==> src/rtl/fft_seq_pkg.sv <==
// Shared types and helpers for the FFT frame sequencer: FSM state encoding,
// ceil-log2 for counter sizing, and address bit reversal for natural-order write-back.
package fft_seq_pkg;

  typedef enum logic [2:0] {
    ST_IDLE  = 3'd0,
    ST_FEED  = 3'd1,
    ST_DRAIN = 3'd2,
    ST_DONE  = 3'd3,
    ST_ERR   = 3'd4
  } state_e;

  localparam int BITREV_MAX_W = 16;

  function automatic int clog2(input int v);
    int r;
    r = 0;
    for (int i = 0; i < 31; i++) begin
      if ((32'sd1 <<< i) < v) r = i + 1;
    end
    return r;
  endfunction

  // Reverses the low w bits of v; bits at and above w come back as zero.
  function automatic logic [BITREV_MAX_W-1:0] bitrev(input logic [BITREV_MAX_W-1:0] v,
                                                     input int w);
    logic [BITREV_MAX_W-1:0] r;
    r = '0;
    for (int i = 0; i < BITREV_MAX_W; i++) begin
      if (i < w) r[4'(w - 1 - i)] = v[i];
    end
    return r;
  endfunction

endpackage

==> src/rtl/fft_frame_sequencer_if.sv <==
// Control, sample-RAM, core and result-RAM signals of the frame sequencer.
// master = the sequencer, slave = the CPU/RAM/core environment around it.
interface fft_frame_sequencer_if
  import fft_seq_pkg::*;
#(
  parameter int WIDTH  = 16,
  parameter int ADDR_W = 6
);
  logic              start;
  logic              inverse;
  logic              busy;
  logic              done;
  logic              timeout_err;

  logic              mem_rd_en;
  logic [ADDR_W-1:0] mem_rd_addr;
  logic [WIDTH-1:0]  mem_rd_real;
  logic [WIDTH-1:0]  mem_rd_imag;

  logic              core_inv;
  logic              core_in_en;
  logic [WIDTH-1:0]  core_in_real;
  logic [WIDTH-1:0]  core_in_imag;
  logic              core_out_en;
  logic [WIDTH-1:0]  core_out_real;
  logic [WIDTH-1:0]  core_out_imag;

  logic              mem_wr_en;
  logic [ADDR_W-1:0] mem_wr_addr;
  logic [WIDTH-1:0]  mem_wr_real;
  logic [WIDTH-1:0]  mem_wr_imag;

  modport master (
    input  start, inverse,
    output busy, done, timeout_err,
    output mem_rd_en, mem_rd_addr,
    input  mem_rd_real, mem_rd_imag,
    output core_inv, core_in_en, core_in_real, core_in_imag,
    input  core_out_en, core_out_real, core_out_imag,
    output mem_wr_en, mem_wr_addr, mem_wr_real, mem_wr_imag
  );

  modport slave (
    output start, inverse,
    input  busy, done, timeout_err,
    input  mem_rd_en, mem_rd_addr,
    output mem_rd_real, mem_rd_imag,
    input  core_inv, core_in_en, core_in_real, core_in_imag,
    output core_out_en, core_out_real, core_out_imag,
    input  mem_wr_en, mem_wr_addr, mem_wr_real, mem_wr_imag
  );

endinterface

==> src/rtl/fft_seq_timeout.sv <==
// Drain watchdog: load arms a TIMEOUT-cycle window, expire pulses on its last cycle.
// Dropping en disarms and clears the counter; no backpressure.
module fft_seq_timeout
  import fft_seq_pkg::*;
#(
  parameter int TIMEOUT = 1024
) (
  input  logic clock,
  input  logic reset_n,
  input  logic load,
  input  logic en,
  output logic expire
);

  localparam int CW = clog2(TIMEOUT + 1);

  logic [CW-1:0] cnt_q, cnt_d;
  logic          armed_q, armed_d;

  // Loaded on the last-input cycle with TIMEOUT-1, so the count reads 1 on
  // the cycle TIMEOUT-1 after load and the error state lands exactly TIMEOUT later.
  always_comb begin
    cnt_d   = cnt_q;
    armed_d = armed_q;
    if (!en) begin
      cnt_d   = '0;
      armed_d = 1'b0;
    end else if (load) begin
      cnt_d   = CW'(TIMEOUT - 1);
      armed_d = 1'b1;
    end else if (armed_q && cnt_q != '0) begin
      cnt_d = cnt_q - 1'b1;
    end
  end

  assign expire = en && armed_q && !load && (cnt_q == CW'(1));

  always_ff @(posedge clock or negedge reset_n) begin
    if (!reset_n) begin
      cnt_q   <= '0;
      armed_q <= 1'b0;
    end else begin
      cnt_q   <= cnt_d;
      armed_q <= armed_d;
    end
  end

endmodule

==> src/rtl/fft_frame_sequencer.sv <==
// Frame controller for the SDF FFT/IFFT core: reads N samples, feeds the core, writes N results back.
// Write-back is 1 cycle behind core_out_en; no backpressure. FFT_SEQ_BITREV_EN bit-reverses write addresses.
module fft_frame_sequencer
  import fft_seq_pkg::*;
#(
  parameter int N       = 64,
  parameter int WIDTH   = 16,
  parameter int ADDR_W  = 6,
  parameter int TIMEOUT = 1024
) (
  input  logic                  clock,
  input  logic                  reset_n,
  fft_frame_sequencer_if.master bus
);

  state_e state_q, state_d;

  logic [ADDR_W-1:0] rd_cnt_q,  rd_cnt_d;
  logic [ADDR_W-1:0] wr_cnt_q,  wr_cnt_d;
  logic [ADDR_W-1:0] wr_addr_q, wr_addr_d;
  logic [WIDTH-1:0]  wr_real_q, wr_real_d;
  logic [WIDTH-1:0]  wr_imag_q, wr_imag_d;
  logic              wr_vld_q,  wr_vld_d;
  logic              rd_en_dly_q, rd_en_dly_d;
  logic              core_inv_q, core_inv_d;
  logic              tmo_err_q,  tmo_err_d;

  logic feeding;
  logic draining;
  logic accept_start;
  logic wr_accept;
  logic wr_last;
  logic tmo_load;
  logic tmo_expire;

  always_comb begin
    feeding      = (state_q == ST_FEED);
    draining     = (state_q == ST_DRAIN);
    accept_start = (state_q == ST_IDLE) && bus.start;
    // A write landing on the expiry cycle is dropped so ERR never coexists with a write.
    wr_accept    = (feeding || draining) && bus.core_out_en && !tmo_expire;
    wr_last      = wr_accept && (wr_cnt_q == ADDR_W'(N - 1));
    tmo_load     = draining && rd_en_dly_q;
  end

  fft_seq_timeout #(
    .TIMEOUT (TIMEOUT)
  ) u_timeout (
    .clock   (clock),
    .reset_n (reset_n),
    .load    (tmo_load),
    .en      (draining),
    .expire  (tmo_expire)
  );

`ifdef FFT_SEQ_BITREV_EN
  logic [BITREV_MAX_W-1:0] wr_cnt_rev;
  assign wr_cnt_rev = bitrev(BITREV_MAX_W'(wr_cnt_q), ADDR_W);
`endif

  // State register
  always_ff @(posedge clock or negedge reset_n) begin
    if (!reset_n) state_q <= ST_IDLE;
    else          state_q <= state_d;
  end

  // Next-state logic
  always_comb begin
    state_d = state_q;
    unique case (state_q)
      ST_IDLE:  if (bus.start) state_d = ST_FEED;
      ST_FEED: begin
        if (wr_last)                                state_d = ST_DONE;
        else if (rd_cnt_q == ADDR_W'(N - 1))        state_d = ST_DRAIN;
      end
      ST_DRAIN: begin
        if (wr_last)         state_d = ST_DONE;
        else if (tmo_expire) state_d = ST_ERR;
      end
      ST_DONE:  state_d = ST_IDLE;
      ST_ERR:   state_d = ST_IDLE;
      default:  state_d = ST_IDLE;
    endcase
  end

  // Counters, mode latch, sticky error and write-back register
  always_comb begin
    rd_cnt_d    = rd_cnt_q;
    wr_cnt_d    = wr_cnt_q;
    wr_addr_d   = wr_addr_q;
    wr_real_d   = wr_real_q;
    wr_imag_d   = wr_imag_q;
    wr_vld_d    = wr_accept;
    rd_en_dly_d = feeding;
    core_inv_d  = core_inv_q;
    tmo_err_d   = tmo_err_q;

    if (accept_start) begin
      core_inv_d = bus.inverse;
      tmo_err_d  = 1'b0;
      rd_cnt_d   = '0;
      wr_cnt_d   = '0;
    end

    if (feeding) rd_cnt_d = rd_cnt_q + 1'b1;

    if (wr_accept) begin
      wr_cnt_d  = wr_cnt_q + 1'b1;
`ifdef FFT_SEQ_BITREV_EN
      wr_addr_d = wr_cnt_rev[ADDR_W-1:0];
`else
      wr_addr_d = wr_cnt_q;
`endif
      wr_real_d = bus.core_out_real;
      wr_imag_d = bus.core_out_imag;
    end

    if (tmo_expire) tmo_err_d = 1'b1;
  end

  always_ff @(posedge clock or negedge reset_n) begin
    if (!reset_n) begin
      rd_cnt_q    <= '0;
      wr_cnt_q    <= '0;
      wr_addr_q   <= '0;
      wr_real_q   <= '0;
      wr_imag_q   <= '0;
      wr_vld_q    <= 1'b0;
      rd_en_dly_q <= 1'b0;
      core_inv_q  <= 1'b0;
      tmo_err_q   <= 1'b0;
    end else begin
      rd_cnt_q    <= rd_cnt_d;
      wr_cnt_q    <= wr_cnt_d;
      wr_addr_q   <= wr_addr_d;
      wr_real_q   <= wr_real_d;
      wr_imag_q   <= wr_imag_d;
      wr_vld_q    <= wr_vld_d;
      rd_en_dly_q <= rd_en_dly_d;
      core_inv_q  <= core_inv_d;
      tmo_err_q   <= tmo_err_d;
    end
  end

  // Outputs; core input data is gated so it reads zero outside valid cycles.
  always_comb begin
    bus.busy         = feeding || draining || (state_q == ST_DONE);
    bus.done         = (state_q == ST_DONE);
    bus.timeout_err  = tmo_err_q;
    bus.mem_rd_en    = feeding;
    bus.mem_rd_addr  = rd_cnt_q;
    bus.core_inv     = core_inv_q;
    bus.core_in_en   = rd_en_dly_q;
    bus.core_in_real = rd_en_dly_q ? bus.mem_rd_real : {WIDTH{1'b0}};
    bus.core_in_imag = rd_en_dly_q ? bus.mem_rd_imag : {WIDTH{1'b0}};
    bus.mem_wr_en    = wr_vld_q;
    bus.mem_wr_addr  = wr_addr_q;
    bus.mem_wr_real  = wr_real_q;
    bus.mem_wr_imag  = wr_imag_q;
  end

endmodule

==> src/flat_wrapper.sv <==
// flat-port wrapper written by rule: the top's interface ports become plain ports
module fft_frame_sequencer_flat import fft_seq_pkg::*;
#(
  parameter int N       = 64,
  parameter int WIDTH   = 16,
  parameter int ADDR_W  = 6,
  parameter int TIMEOUT = 1024
)
  (clock, reset_n, bus_start, bus_inverse, bus_busy, bus_done, bus_timeout_err, bus_mem_rd_en, bus_mem_rd_addr, bus_mem_rd_real, bus_mem_rd_imag, bus_core_inv, bus_core_in_en, bus_core_in_real, bus_core_in_imag, bus_core_out_en, bus_core_out_real, bus_core_out_imag, bus_mem_wr_en, bus_mem_wr_addr, bus_mem_wr_real, bus_mem_wr_imag);
  fft_frame_sequencer_if #(.WIDTH(WIDTH), .ADDR_W(ADDR_W)) bus_i ();
  input  logic clock;
  input  logic reset_n;
  input wire logic [$bits(bus_i.start)-1:0] bus_start;
  input wire logic [$bits(bus_i.inverse)-1:0] bus_inverse;
  output wire logic [$bits(bus_i.busy)-1:0] bus_busy;
  output wire logic [$bits(bus_i.done)-1:0] bus_done;
  output wire logic [$bits(bus_i.timeout_err)-1:0] bus_timeout_err;
  output wire logic [$bits(bus_i.mem_rd_en)-1:0] bus_mem_rd_en;
  output wire logic [$bits(bus_i.mem_rd_addr)-1:0] bus_mem_rd_addr;
  input wire logic [$bits(bus_i.mem_rd_real)-1:0] bus_mem_rd_real;
  input wire logic [$bits(bus_i.mem_rd_imag)-1:0] bus_mem_rd_imag;
  output wire logic [$bits(bus_i.core_inv)-1:0] bus_core_inv;
  output wire logic [$bits(bus_i.core_in_en)-1:0] bus_core_in_en;
  output wire logic [$bits(bus_i.core_in_real)-1:0] bus_core_in_real;
  output wire logic [$bits(bus_i.core_in_imag)-1:0] bus_core_in_imag;
  input wire logic [$bits(bus_i.core_out_en)-1:0] bus_core_out_en;
  input wire logic [$bits(bus_i.core_out_real)-1:0] bus_core_out_real;
  input wire logic [$bits(bus_i.core_out_imag)-1:0] bus_core_out_imag;
  output wire logic [$bits(bus_i.mem_wr_en)-1:0] bus_mem_wr_en;
  output wire logic [$bits(bus_i.mem_wr_addr)-1:0] bus_mem_wr_addr;
  output wire logic [$bits(bus_i.mem_wr_real)-1:0] bus_mem_wr_real;
  output wire logic [$bits(bus_i.mem_wr_imag)-1:0] bus_mem_wr_imag;
  assign bus_i.start = bus_start;
  assign bus_i.inverse = bus_inverse;
  assign bus_busy = bus_i.busy;
  assign bus_done = bus_i.done;
  assign bus_timeout_err = bus_i.timeout_err;
  assign bus_mem_rd_en = bus_i.mem_rd_en;
  assign bus_mem_rd_addr = bus_i.mem_rd_addr;
  assign bus_i.mem_rd_real = bus_mem_rd_real;
  assign bus_i.mem_rd_imag = bus_mem_rd_imag;
  assign bus_core_inv = bus_i.core_inv;
  assign bus_core_in_en = bus_i.core_in_en;
  assign bus_core_in_real = bus_i.core_in_real;
  assign bus_core_in_imag = bus_i.core_in_imag;
  assign bus_i.core_out_en = bus_core_out_en;
  assign bus_i.core_out_real = bus_core_out_real;
  assign bus_i.core_out_imag = bus_core_out_imag;
  assign bus_mem_wr_en = bus_i.mem_wr_en;
  assign bus_mem_wr_addr = bus_i.mem_wr_addr;
  assign bus_mem_wr_real = bus_i.mem_wr_real;
  assign bus_mem_wr_imag = bus_i.mem_wr_imag;
  fft_frame_sequencer #(.N(N), .WIDTH(WIDTH), .ADDR_W(ADDR_W), .TIMEOUT(TIMEOUT)) u_core (.clock(clock), .reset_n(reset_n), .bus(bus_i));
endmodule
==> config.mk <==
export PLATFORM = sky130hd
export DESIGN_NAME = fft_frame_sequencer_flat
export DESIGN_NICKNAME = d
export VERILOG_FILES = /design/src/rtl/fft_seq_pkg.sv /design/src/rtl/fft_frame_sequencer_if.sv /design/src/rtl/fft_seq_timeout.sv /design/src/rtl/fft_frame_sequencer.sv /design/src/flat_wrapper.sv
export SDC_FILE = /design/constraint.sdc
export NUM_CORES = 1
export LEC_CHECK = 0
export ABC_AREA = 0
export CORE_ASPECT_RATIO = 0.9
export CORE_MARGIN = 8
export CORE_UTILIZATION = 46
export DETAILED_ROUTE_END_ITERATION = 6
export PLACE_DENSITY = 0.95
export SYNTH_ARGS = -nofsm -noshare
export SYNTH_HDL_FRONTEND = slang
export SYNTH_SLANG_ARGS = --single-unit
==> constraint.sdc <==
create_clock -name clock -period 4 [get_ports clock]
set_clock_uncertainty 0.1 [all_clocks]
set_input_delay 0.8 -clock clock [delete_from_list [all_inputs] [get_ports clock]]
set_output_delay 0.8 -clock clock [all_outputs]
set_load 0.02 [all_outputs]
==> results.py, run 1 <==
metrics = {
    "critical_path": {
        "cp-end-kind": "output port",
        "start_kind": "flop",
        "r2r_start": "u_core.u_timeout.cnt_q[1]",
        "crit_start": "u_core.state_q[0]",
        "cp_max_fo": 9,
        "worstPathArrival_ns": 2.22,
        "crit_required_ns": 3.10,
        "path_class": "reg2out",
    },
    "pwr": {
        "power_density_nw_per_um2": 486,
        "power_frac_clock_pct": 24.9,
        "p_comb_share_pct": 37.1,
        "p_sw_mw": 0.826,
        "swShare_pct": 32.6,
        "p_leak_nw": 2.27,
        "vdd_drop_max_mv": 0.361,
        "sequentialPowerShare_pct": 38.0,
        "power.internal_mw": 1.71,
    },
    "logic_synthesis": {
        "netlist_area_um2": 3440,
        "synth-compound-area-share_pct": 8.40,
        "yosys.area_share.xor_xnor_pct": 3.05,
        "synthCells": 282,
        "synthTopCellsByCount": "69 x dfrtp_1, 35 x and2_1, 26 x mux2_4",
        "synth_simple_gate_area_share_pct": 16.2,
        "ys_async_sr_fraction_pct": 100,
        "synth_edf_count": 0,
        "synth_top_family_by_area": "multiplexers",
        "synthTopCellsByArea": "dfrtp_1 50%, mux2_4 11%, and2_1 6.4%",
        "synthMostInstantiatedCell": "dfrtp_1",
        "synthFlopType": "dfrtp_1",
        "ys_seq_area_share_pct": 50.2,
        "ys_ff_latch": 69,
        "yosys_warnings": 0,
        "muxShareOfSynthArea_pct": 17.1,
        "syn_area_per_cell_um2": 12.2,
        "synth_cell_type_count": 54,
        "yosysTopAreaCell": "dfrtp_1",
        "synth_top_area_share_pct": 50.2,
        "syn-num-nets": 356,
        "synthAdderAreaFrac_pct": 1.82,
    },
    "hold_path": {
        "hold_class": "reg2reg",
        "hold_start": "u_core.bus.timeout_err",
    },
    "global_routing": {
        "grt_pass1_wl_um": 15400,
        "first_global_vias": 2941,
        "antenna_found_initial": 0,
        "grtUsageTotal_pct": 18.2,
        "grt_start_max_net_pins": 40,
        "grt_overflow": 0,
    },
    "clocking": {
        "clkLatencyLatePin_ns": 0.33,
        "postCtsResizedCells": 0,
        "cts_max_level": 3,
        "path_clk_slew_ns": 0.07,
        "numCtsBuffers": 9,
        "cts_root_buffer": "clkbuf_8",
        "cts.path.max_buffers": 2,
        "post_cts_buffers": 0,
        "cts_tree": "yes",
        "hold_buffers": 0,
        "cts.sinks": 69,
    },
    "finish": {
        "regArea_um2": 1730,
        "area_growth_pct": 51.7,
        "drive_gt1_share_pct": 15.5,
        "multi_input_area_um2": 1600,
        "antenna-diode-count": 0,
        "final_util_pct": 70.6,
        "design_area_um2": 5220,
        "fillCellCount": 549,
        "fin_nets": 507,
    },
    "drt": {
        "routed_wl_um": 9610,
        "ant_nets": 0,
        "drtIter0Drc": 128,
        "wl_per_cell_um": 18.0,
        "dr.pass1.iters": 4,
        "vias": 2693,
        "drc": 0,
        "vias_per_cell": 5.04,
    },
    "outcome": {
        "status": "completed",
    },
    "timing": {
        "worstMarginPinSlew_ns": 0.712,
        "rsz0062_at_grt": "false",
        "fin_crit_ns": 3.12,
        "slew_headroom_pct": 52.5,
        "totalNegativeSetupSlack_ns": 0,
        "slew_viol_final": 0,
        "clock.fmax_mhz": 320,
        "hold_violations": 0,
        "fin_crit_sh_pct": 78.1,
        "setup_violations": 0,
    },
    "floorplanning": {
        "std_cell_rows": 30,
        "dieArea_um2": 10500,
        "initial_core_util_pct": 46.5,
        "ioPinCount": 152,
        "die_x_um": 107,
        "die_h_um": 98.1,
        "core-area_um2": 7390,
    },
    "place": {
        "io_buffer_count": 151,
        "place_area_um2": 5000,
        "place_hpwl_um": 7300,
        "routabilityCongestion": 0.786,
    },
    "job": {
        "cap_violations": 0,
    },
}
-- state kept, by name, summed over array words and instances (netlist names) --
signal / cells
u_core.bus.mem_rd_addr: 6
u_core.bus.mem_wr_en: 1
u_core.state_q: 3
u_core.bus.core_inv: 1
u_core.u_timeout.cnt_q: 11
u_core.bus.mem_wr_addr: 6
u_core.bus.mem_wr_real: 16
u_core.bus.timeout_err: 1
u_core.bus.core_in_en: 1
u_core.u_timeout.armed_q: 1
u_core.bus.mem_wr_imag: 16
u_core.wr_cnt_q: 6
-- worst max-delay path, cell delays in order, from the launching register on --
cell and delay, ns:
dfrtp_1 0.49, or3b_2 0.56, inv_1 0.20, clkdlybuf4s50_1 0.65
-- cell type report --
| cell class | instances | share of cell area (%) |
|---|---|---|
| clock buffer | 10 | 2.64 |
| clock inverter | 6 | 1.65 |
| timing repair buffer | 153 | 29.1 |
| inverter | 7 | 0.551 |
| tap | 96 | 2.30 |
| multi-input combinational | 193 | 30.7 |
| sequential | 69 | 33.1 |
-- stage by stage --
stage / cells / setup WS (ns) / hold WS [ns] / total power, mW
2_1_floorplan: 282 / 1.86 / 0.404 / 1.45
3_3_place_gp: 518 / 1.04 / 0.365 / 1.88
3_5_place_dp: 518 / 0.965 / 0.386 / 1.92
4_1_cts: 534 / 0.856 / 0.402 / 2.56
5_1_grt: 534 / 0.777 / 0.417 / 2.67
6_report: 534 / 0.875 / 0.400 / 2.54
-- per-layer routing --
layer  GRT usage (%)  part of all wire [%]
met5               0                     0
met2            32.8                    55
met3            5.33                   4.5
met4            3.46                  0.80
met1            20.5                    39
-- power by group through the flow --
| stage | Sequential, mW | Clock, mW | Combinational [mW] |
|---|---|---|---|
| 2_1_floorplan | 1.09 | 0 | 0.364 |
| 3_3_place_gp | 0.962 | 0 | 0.922 |
| 3_5_place_dp | 0.972 | 0 | 0.951 |
| 4_1_cts | 0.962 | 0.642 | 0.957 |
| 5_1_grt | 0.984 | 0.678 | 1.00 |
| 6_report | 0.963 | 0.631 | 0.942 |
-- placed cells by master (no fill, tap or decap), drive strengths merged, types with 3 or more instances in the layout --
cell	count
buf	3
clkinv	4
and2	35
clkbuf	10
nor3	5
a21oi	10
o311ai	3
nand2	10
nor2	13
nand3	4
o21ai	8
mux2i	4
inv	6
xor2	10
nand4	8
clkdlybuf4s50	150
ha	5
mux2	40
dfrtp	69
-- logic make-up (layout without fill, tap and decap cells) --
family,count (synthesis),count (layout)
AO/OA/AOI/OAI,40,40
multiplexers,44,44
AND/OR/NAND/NOR,92,92
XOR/XNOR,12,12
adder cells (fa/ha/maj),5,5
buffers and inverters,20,176
flip-flops,69,69
-- path summary, 6_finish.rpt --
path                                         endpoint  slack [ns]  cells after the start
hold / removal                 u_core.bus.timeout_err        0.40                      1
hold reg to reg                u_core.bus.timeout_err        0.40                      1
setup reg to reg            u_core.bus.mem_wr_real[5]        1.45                      7
max in group asynchronous    u_core.u_timeout.armed_q        2.44                      2
setup / recovery                        bus_mem_rd_en        0.88                      3
min in group asynchronous  u_core.bus.mem_wr_imag[10]        0.42                      1
No activity file was read; power rests on OpenSTA's default activity.
==> run 2: changes to the inputs <==
CORE_UTILIZATION = 42   (was 46)
PLACE_DENSITY = 0.89   (was 0.95)
clock period = 2.95 ns   (was 4 ns; I/O delays follow)
==> run 2 against run 1 <==
Against the previous run:
- worst setup slack lost 0.59 ns
- power up 37%
- utilization fell by 4.6 points
- sequential share of layout area shrank 0.33 points
- critical endpoint is now bus_core_in_real[5]
- largest power group unchanged
==> results.py, run 2 (synthesized netlist as in run 1, its figures left out) <==
metrics = {
    "global_routing": {
        "grt_start_max_net_pins": 43,
        "grtUsageTotal_pct": 17.2,
        "grt_overflow": 0,
        "antenna_found_initial": 0,
        "first_global_vias": 2949,
        "grt_pass1_wl_um": 15800,
    },
    "critical_path": {
        "crit_slowest_cell": "clkdlybuf4s50_1",
        "cp_max_fo": 25,
        "cp_cell_sequence": "buf_4 > and2_1 > clkdlybuf4s50_1",
        "cp-end-kind": "output port",
        "crit_required_ns": 2.26,
        "cp_num_buf_inv": 2,
        "worstPathArrival_ns": 1.98,
        "start_kind": "flop",
        "critical-path-top-delay-family": "buffers and inverters",
        "cpPeakStageDelay_ns": 0.62,
        "path_class": "reg2out",
    },
    "pwr": {
        "power_frac_clock_pct": 25.0,
        "p_total_mw": 3.48,
        "power_density_nw_per_um2": 659,
        "swShare_pct": 32.9,
        "sequentialPowerShare_pct": 37.8,
        "vdd_drop_max_mv": 0.526,
        "power.internal_mw": 2.33,
        "p_comb_share_pct": 37.2,
        "p_leak_nw": 2.29,
        "p_sw_mw": 1.14,
    },
    "clocking": {
        "numCtsBuffers": 9,
        "cts.sinks": 69,
        "cts_root_buffer": "clkbuf_8",
        "hold_buffers": 0,
        "clkLatencyLatePin_ns": 0.35,
        "cts_max_level": 3,
        "path_clk_slew_ns": 0.08,
        "cts_tree": "yes",
        "cts.path.max_buffers": 2,
    },
    "drt": {
        "routed_wl_um": 10000,
        "vias_per_cell": 5.11,
        "wl_per_cell_um": 18.6,
        "dr.pass1.iters": 4,
        "drc": 0,
        "drtIter0Drc": 88,
        "ant_nets": 0,
        "vias": 2762,
    },
    "finish": {
        "final_common_cell": "clkdlybuf4s50_1",
        "final_cell_mix": "149 x clkdlybuf4s50_1, 68 x dfrtp_1, 35 x and2_1",
        "area_growth_pct": 53.4,
        "multi_input_area_um2": 1600,
        "final_util_pct": 66.1,
        "design_area_um2": 5280,
        "antenna-diode-count": 0,
        "finalNonFillerCells": 540,
        "drive_gt1_share_pct": 16.1,
        "regArea_um2": 1730,
        "fin_nets": 510,
        "fillCellCount": 592,
    },
    "floorplanning": {
        "core-area_um2": 7990,
        "initial_core_util_pct": 43.1,
        "die_h_um": 102,
        "die_x_um": 111,
        "ioPinCount": 152,
        "std_cell_rows": 31,
        "dieArea_um2": 11400,
    },
    "timing": {
        "slew_viol_final": 0,
        "slew_headroom_pct": 57.2,
        "fin_crit_ns": 2.67,
        "setup_violations": 0,
        "clock.fmax_mhz": 375,
        "hold_violations": 0,
        "finalWorstSetupSlack_ns": 0.283,
        "fin_crit_sh_pct": 90.4,
        "worstMarginPinSlew_ns": 0.642,
        "totalNegativeSetupSlack_ns": 0,
        "rsz0062_at_grt": "false",
        "hold_ws_ns": 0.160,
    },
    "outcome": {
        "status": "completed",
    },
    "hold_path": {
        "hold_class": "in2async",
    },
    "place": {
        "place_hpwl_um": 7720,
        "routabilityCongestion": 0.809,
        "dp.cells": 524,
        "place_area_um2": 5050,
        "io_buffer_count": 151,
        "dp_slack_ns": 0.348,
    },
    "job": {
        "cap_violations": 0,
    },
}
-- run 2: power by group through the flow --
stage	sequential, mW	combinational (mW)	clock (mW)
after floorplan	1.47	0.494	0
after global placement	1.31	1.27	0
after detailed placement	1.32	1.31	0
after CTS	1.31	1.31	0.887
after global routing	1.34	1.37	0.926
final	1.31	1.29	0.870
-- run 2: routing by layer --
layer | share of wire [%] | vias to the layer above | wire [um] | GRT usage, %
met5 | 0 | - | 0 | 0
met3 | 2.6 | 18 | 263 | 3.29
met1 | 39 | 1381 | 3900 | 18.8
met4 | 2.1 | 0 | 216 | 6.45
met2 | 56 | 61 | 5670 | 32.5
li1 | - | 1302 | - | -
-- run 2: cell type report --
type	instances	share of cell area [%]
Clock inverter	5	1.59
Clock buffer	11	2.68
Inverter	7	0.545
Timing Repair Buffer	156	29.8
Multi-Input combinational cell	193	30.3
Tap cell	99	2.35
Sequential cell	69	32.7
-- run 2: final timing paths --
kind | start | end | slack, ns | cells past startpoint
hold reg to reg | u_core.bus.timeout_err | u_core.bus.timeout_err | 0.41 | 1
max in group asynchronous | reset_n | u_core.state_q[0] | 1.93 | 2
hold / removal | reset_n | u_core.bus.mem_wr_real[1] | 0.16 | 1
setup reg to reg | u_core.u_timeout.cnt_q[1] | u_core.bus.mem_wr_imag[6] | 0.45 | 8
min in group clock | u_core.bus.timeout_err | u_core.bus.timeout_err | 0.41 | 1
setup / recovery | u_core.bus.core_in_en | bus_core_in_real[5] | 0.28 | 3
-- run 2: worst register-to-register path: cells and delay by family, from the launching register on --
kind | cells | cell delay, ns
buffers and inverters | 3 | 0.58
and+or+nand+nor | 2 | 0.48
DFF | 1 | 0.43
muxes | 1 | 0.31
AOI/OAI and AO/OA | 1 | 0.30
adders and majority gates | 1 | 0.19
-- run 2: repair_timing --
item / in CTS / in global routing
buffers inserted: 0 / 0
gates resized for setup: 0 / 2
endpoints found under the setup margin: 0 / 1
